### src/rtl/divider32bit_iterative.sv
`default_nettype none
`timescale 1ns/1ps
// ---------------------------------------------------------------------------
// divider32bit_iterative : restoring radix-2 divider for DIV/DIVU (LO/HI)
// Revision 1.0
// ---------------------------------------------------------------------------
module divider32bit_iterative #(
   parameter int WIDTH = 32
) (
   input  logic             clk,
   input  logic             rst_n,
   input  logic             start,
   input  logic             is_signed,
   input  logic [WIDTH-1:0] dividend,
   input  logic [WIDTH-1:0] divisor,
   output logic             busy,
   output logic             done,
   output logic [WIDTH-1:0] quotient,
   output logic [WIDTH-1:0] remainder,
   output logic             div_by_zero
);

   localparam int CW = $clog2(WIDTH);
   localparam logic [CW-1:0] LAST = CW'(WIDTH - 1);

   typedef enum logic [1:0] {
      S_IDLE   = 2'd0,
      S_DIVIDE = 2'd1,
      S_FINISH = 2'd2
   } state_t;

   state_t           state;
   state_t           state_next;
   logic [CW-1:0]    count;
   logic [WIDTH-1:0] rem_acc;
   logic [WIDTH-1:0] quo_acc;
   logic [WIDTH-1:0] dvsr;
   logic [WIDTH-1:0] dividend_orig;
   logic             neg_q;
   logic             neg_r;
   logic             dbz;

   logic             dividend_neg;
   logic             divisor_neg;
   logic [WIDTH-1:0] dividend_abs;
   logic [WIDTH-1:0] divisor_abs;
   logic [WIDTH:0]   shifted;
   logic [WIDTH:0]   trial;

   assign dividend_neg = is_signed & dividend[WIDTH-1];
   assign divisor_neg  = is_signed & divisor[WIDTH-1];
   assign dividend_abs = dividend_neg ? -dividend : dividend;
   assign divisor_abs  = divisor_neg  ? -divisor  : divisor;

   // Partial remainder is one bit wider than the operands so the trial
   // subtract's sign bit is a clean borrow indicator.
   assign shifted = {rem_acc, quo_acc[WIDTH-1]};
   assign trial   = shifted - {1'b0, dvsr};

   always_ff @(posedge clk or negedge rst_n) begin
      if (!rst_n) begin
         state <= S_IDLE;
      end else begin
         state <= state_next;
      end
   end

   always_comb begin
      state_next = state;
      case (state)
         S_IDLE:   if (start) state_next = S_DIVIDE;
         S_DIVIDE: if (count == LAST) state_next = S_FINISH;
         S_FINISH: state_next = S_IDLE;
         default:  state_next = S_IDLE;
      endcase
   end

   always_ff @(posedge clk or negedge rst_n) begin
      if (!rst_n) begin
         count         <= '0;
         rem_acc       <= '0;
         quo_acc       <= '0;
         dvsr          <= '0;
         dividend_orig <= '0;
         neg_q         <= 1'b0;
         neg_r         <= 1'b0;
         dbz           <= 1'b0;
         quotient      <= '0;
         remainder     <= '0;
         div_by_zero   <= 1'b0;
         done          <= 1'b0;
         busy          <= 1'b0;
      end else begin
         done <= (state == S_FINISH);
         busy <= (state_next != S_IDLE);
         case (state)
            S_IDLE: begin
               if (start) begin
                  rem_acc       <= '0;
                  quo_acc       <= dividend_abs;
                  dvsr          <= divisor_abs;
                  dividend_orig <= dividend;
                  neg_q         <= dividend_neg ^ divisor_neg;
                  neg_r         <= dividend_neg;
                  dbz           <= (divisor == '0);
                  count         <= '0;
               end
            end
            S_DIVIDE: begin
               count <= count + CW'(1);
               if (!trial[WIDTH]) begin
                  rem_acc <= trial[WIDTH-1:0];
                  quo_acc <= {quo_acc[WIDTH-2:0], 1'b1};
               end else begin
                  rem_acc <= shifted[WIDTH-1:0];
                  quo_acc <= {quo_acc[WIDTH-2:0], 1'b0};
               end
            end
            S_FINISH: begin
               // Divide-by-zero result is forced so signed mode matches unsigned.
               div_by_zero <= dbz;
               if (dbz) begin
                  quotient  <= '1;
                  remainder <= dividend_orig;
               end else begin
                  quotient  <= neg_q ? -quo_acc : quo_acc;
                  remainder <= neg_r ? -rem_acc : rem_acc;
               end
            end
            default: ;
         endcase
      end
   end

endmodule
`default_nettype wire
### config.mk
export PLATFORM = sky130hd
export DESIGN_NAME = divider32bit_iterative
export DESIGN_NICKNAME = d
export VERILOG_FILES = /design/src/rtl/divider32bit_iterative.sv
export SDC_FILE = /design/constraint.sdc
export NUM_CORES = 1
export LEC_CHECK = 0
export ABC_CLOCK_PERIOD_IN_PS = 5400
export CORE_MARGIN = 2
export CORE_UTILIZATION = 55
export DETAILED_ROUTE_END_ITERATION = 6
export PLACE_DENSITY_LB_ADDON = 0.05
export SYNTH_ARGS = -nofsm -noshare
export SYNTH_HDL_FRONTEND = slang
export SYNTH_SLANG_ARGS = --single-unit
### constraint.sdc
create_clock -name clk -period 5.4 [get_ports clk]
set_input_delay 0.81 -clock clk [delete_from_list [all_inputs] [get_ports clk]]
set_output_delay 0.81 -clock clk [all_outputs]
set_load 0.01 [all_outputs]
After elaboration in Yosys (flattened, before gate mapping)
Index checks and enable logic that the tools add are counted.

word-level totals
  flip-flop bits (word level) = 205
  latch bits = 0
  memory bits (writable) = 0
  memory bits (read-only) = 0
  input port bits = 68
  output and inout port bits = 67
  logic and storage cells = 50
  memories = 0

operators by class
  $add $sub $neg = 6
  multiply operators = 0
  divide/modulo/power cells = 0
  magnitude comparators = 0
  equal/unequal tests = 4
  shift operators = 0
  multiplexer cells = 17
  bitwise operators = 3
  reduce and logical (&&, ||, !) cells = 6

operators by type and width
  kind                   number
  $mux W32               9
  $neg A32 Y32           4
  $pmux W32 S2           2
  $sub A33 B32 Y33       1
  $logic_not A32 Y1      1
  $pmux W5 S2            1
  $add A5 B1 Y5 const B  1
  $eq A5 B5 Y1 const B   1
  $mux W5                1
  $mux W2                2
  $pmux W2 S2            1
  $reduce_and A2 Y1      2
  $reduce_bool A2 Y1     2
  $and A1 B1 Y1          2
  $eq A2 B1 Y1 const B   1
  $eq A2 B2 Y1 const B   1
  $logic_not A2 Y1       1
  $ne A2 B2 Y1 const B   1
  $mux W1                1
  $xor A1 B1 Y1          1

Longest topological paths before layout
  depth after elaboration = 4
  depth in mapped cells = 14
  mapped depth without buffers = 12

Worst setup path before layout
No wires, ideal clock.

  kind = input -> register
  start = input port dividend[2]
  end = register quo_acc[21]
  library setup time = 134 ps
  arrival = 3040 ps
  data required time = 5266 ps
  slack = 2226 ps
  stages on the path = 10
  path buffers = 1
  cell sequence = clkbuf_1 > or4_1 > or4_1 > nor3_1 > nand3b_1 > o41ai_1 > xor2_1 > nor2_1 > mux2i_1 > o21ai_0

between the ends
  longest elaborated chain between the ends = 4

ends and longest elaborated chain
  element               RTL line  source
  from (decl)           14        input logic [WIDTH-1:0] dividend,
  $neg A32 Y32          52        assign dividend_abs = dividend_neg ? -dividend : dividend;
  $mux W32              52
  $mux W32              98        if (start) begin
  $pmux W32 S2          96        case (state)
  to (signal assigned)  100       quo_acc <= dividend_abs;
  to (signal assigned)  113       quo_acc <= {quo_acc[WIDTH-2:0], 1'b1};
  to (signal assigned)  116       quo_acc <= {quo_acc[WIDTH-2:0], 1'b0};
  to (decl)             36        logic [WIDTH-1:0] quo_acc;

Every way passes these cells. The select of a mux whose other input is x is not followed.
A chain may end at the register's enable or synchronous reset.

Worst setup path in the final report
  start = register rem_acc[12]
  end = register rem_acc[22]

between the ends
  longest elaborated chain between the ends = 3

ends and longest elaborated chain
  element                 RTL line  source
  from (decl)             35        logic [WIDTH-1:0] rem_acc;
  from (signal assigned)  112       rem_acc <= trial[WIDTH-1:0];
  from (signal assigned)  115       rem_acc <= shifted[WIDTH-1:0];
  $sub A33 B32 Y33        58        assign trial = shifted - {1'b0, dvsr};
  $mux W32                111       if (!trial[WIDTH]) begin
  $pmux W32 S2            96

Every way passes these cells.

==> run_results.csv <==
group,metric,value,unit
status,outcome,"complete, no violations",
place,dpl_cell_area,0.01424,mm2
clocking,cts.sinks,205,
yosys,syn-num-nets,1620,
clocking,hold_buffers,0,
global_route,grt-ovfl-total,0,
critical_path,crit_path_end,"rem_acc[22]",
routing,ant_nets,0,
pwr,combPwrFrac,53.3,%
sta,rsz0062_at_grt,"false",
sta,fin_worst_skew,0.01994,ns
routing,routed_wl,34.40,mm
cells_and_area,final_common_cell,"nand2_1",
cells_and_area,final_core_util,66.18,%
critical_path,worst_ep_required_time,5.79,ns
clocking,postCtsSetupRepairBufs,0,
yosys,ys_seq_elements,205,
sta,worstMarginPinSlew,0.8965,ns
place,dpl.hpwl,24.77,mm
critical_path,reg2regPathDepth,10,
clocking,cts-buffers-inserted,24,
critical_path,reg2reg_slack,1.35,ns
clocking,cts_buffer_depth,3,
critical_path,crit_path_max_fanout,21,
flow_run,max_cap_violations,0,
cells_and_area,seqCellArea,0.005131,mm2
critical_path,endpoint_kind,"register",
critical_path,startpoint_type,"register",
pwr,switching_power,4.213,mW
critical_path,r2r_end,"rem_acc[22]",
yosys,yosysWarnings,0,
cells_and_area,mostFrequentLayoutCells,"nand2_1, dfrtp_1, o21ai_0",
global_route,antenna_found_initial,2,
global_route,first_global_vias,10763,
pwr,internal_power,5.367,mW
yosys,avgSynthCellArea,8.419,um2
die,pin_count,135,
yosys,synth_async_sr_flop_share,100.0,%
critical_path,crit_cells,10,
sta,maxSlewViolCount,0,
sta,fmaxAchievable,247.2,MHz
critical_path,critPathArrivalTime,4.43,ns
critical_path,crit_family,"compound AO/OA/AOI/OAI gates",
sta,hold_viol_final,0,
critical_path,crit_chain,"ha_1 > a21o_1 > a21o_1 > a2111oi_1 > a21oi_1 > nor2_1 > o211a_1 > buf_4 > mux2i_1 > o21ai_0",
cells_and_area,fin_area,0.01503,mm2
min_path,hold_class,"in2async",
yosys,ys_seq_area_share,40.27,%
clocking,cts-resized-gates,0,
cells_and_area,synthToLayoutAreaGrowth,17.97,%
die,die_w,156.2,um
routing,num_vias,11285,
pwr,peakVddDrop,0.0003398,V
critical_path,slowest_stage,"a2111oi_1",
sta,slew_headroom,40.08,%
global_route,grt_max_degree,125,
pwr,power_density,637.5,mW/mm2
sta,tns,0,ns
cells_and_area,drive_gt1_share,4.340,%
yosys,syn_area,0.01274,mm2
place,gp_congestion,0.9746,
cells_and_area,finalNetCount,1704,
routing,drc,0,
sta,setup_violations,0,
clocking,cts.reportedPaths.clkPinSlew,0.06,ns
clocking,cts_tree,"yes",
critical_path,r2r_start,"rem_acc[12]",
yosys,synth_edf_count,0,
die,rows,55,
critical_path,critPathMostFrequentCell,"a21o_1",
yosys,synthFlopType,"dfrtp_1",
pwr,p_sw_share,43.97,%
cells_and_area,multi_input_area,0.007057,mm2
die,dieHeight,156.2,um
global_route,grt_pass1_wl,55.95,mm
critical_path,worstSetupPathType,"reg2reg",
critical_path,crit_buf_inv,1,
pwr,clockPowerShare,17.1,%
yosys,synth.distinct_cells,61,
clocking,cts_max_level,1,
routing,wire_per_inst,18.12,um
place,portBuffers,134,
routing,vias_per_cell,5.943,
sta,fin_crit_sh,74.92,%
yosys,synthCells,1513,
pwr,power,9.580,mW
routing,drt_iter0_markers,807,
die,coreArea,0.02271,mm2
critical_path,slowest_delay,0.83,ns
routing,first_pass_iters,5,
clocking,clk-insertion-delay-late,0.53,ns
pwr,p_leak,6.620,nW
die,start_util,56.09,%
global_route,grt_use_total,28.48,%
sta,period_needed,4.046,ns
clocking,clockRootBuffer,"clkbuf_16",
critical_path,crit_start,"rem_acc[12]",
die,dieArea,0.02439,mm2
pwr,power.share.sequential,29.7,%
cells_and_area,fillers,1946,
## worst reg2reg max path, cell delays in order (launching register included)
cell	delay [ns]
dfrtp_1	0.43
ha_1	0.40
a21o_1	0.20
a21o_1	0.17
a2111oi_1	0.83
a21oi_1	0.16
nor2_1	0.26
o211a_1	0.80
buf_4	0.37
mux2i_1	0.21
o21ai_0	0.09
## Yosys cell counts (28+ instances only)
cell type,n,area [um2]
nand2_1,265,994.7
a21oi_1,107,535.5
ha_1,38,475.5
o21ai_0,176,880.8
xor2_1,66,578.1
dfrtp_1,205,5130
inv_1,58,217.7
xnor2_1,75,656.9
clkbuf_1,81,304.0
a22oi_1,28,210.2
nor2_1,80,300.3
## power groups by stage
| stage | Combinational, mW | Sequential (mW) | Clock [mW] |
|---|---|---|---|
| 2_1_floorplan | 3.92 | 2.59 | 0 |
| 3_3_place_gp | 4.99 | 2.81 | 0 |
| 3_5_place_dp | 5.06 | 2.84 | 0 |
| 4_1_cts | 5.09 | 2.82 | 1.66 |
| 5_1_grt | 5.74 | 2.93 | 1.71 |
| 6_report | 5.10 | 2.84 | 1.64 |
## stage by stage
step                      cells  setup WS (ns)  hold slack, ns
after floorplan            1513          2.226          0.4379
after global placement     1856          1.290          0.4542
after detailed placement   1856          1.218          0.4629
after CTS                  1898          1.368          0.3431
after global routing       1898          1.061          0.3652
final                      1899          1.354          0.3014
## routing by layer
layer | track usage, % | wire length (um) | vias up
met5 | 0 | 11 | -
met4 | 10.57 | 1168 | 2
met3 | 3.472 | 1714 | 84
met2 | 47.35 | 16120 | 342
met1 | 38.43 | 15380 | 5363
li1 | - | - | 5494
## registers in the layout (all words and copies together), names as in the netlist
signal / count
done: 1
dbz: 1
dividend_orig: 32
busy: 1
div_by_zero: 1
dvsr: 32
state: 2
remainder: 32
neg_q: 1
count: 5
quo_acc: 32
rem_acc: 32
neg_r: 1
quotient: 32
## layout make-up
cell class | count | share of cell area [%]
Antenna cell | 1 | 0.01665
Inverter | 58 | 1.449
Clock inverter | 9 | 0.8742
Multi-Input combinational cell | 1158 | 46.96
Tap cell | 285 | 2.373
Sequential cell | 205 | 34.14
Timing Repair Buffer | 150 | 9.833
Clock buffer | 33 | 4.354
## worst min-delay path by stage
stage	start	endpoint	slack (ns)	cells past startpoint
2_1_floorplan	dividend_orig[24]	dividend_orig[24]	0.44	2
3_3_place_gp	dividend_orig[31]	dividend_orig[31]	0.45	2
3_5_place_dp	quotient[31]	quotient[31]	0.46	2
4_1_cts	rst_n	remainder[12]	0.34	1
5_1_grt	rst_n	remainder[18]	0.37	1
6_report	rst_n	remainder[11]	0.30	1
## kinds of logic (layout without fill, tap and decap cells)
| family | Yosys count | in the layout | synth area share, % |
|---|---|---|---|
| buf+inv | 150 | 250 | 4.489 |
| compound gates | 450 | 450 | 21.59 |
| other cells | 0 | 1 | 0 |
| fa+ha+maj | 39 | 39 | 3.890 |
| flops | 205 | 205 | 40.27 |
| simple gates | 500 | 500 | 17.85 |
| xor+xnor | 141 | 141 | 9.694 |
| mux | 28 | 28 | 2.220 |
(Power assumes the default switching activity.)
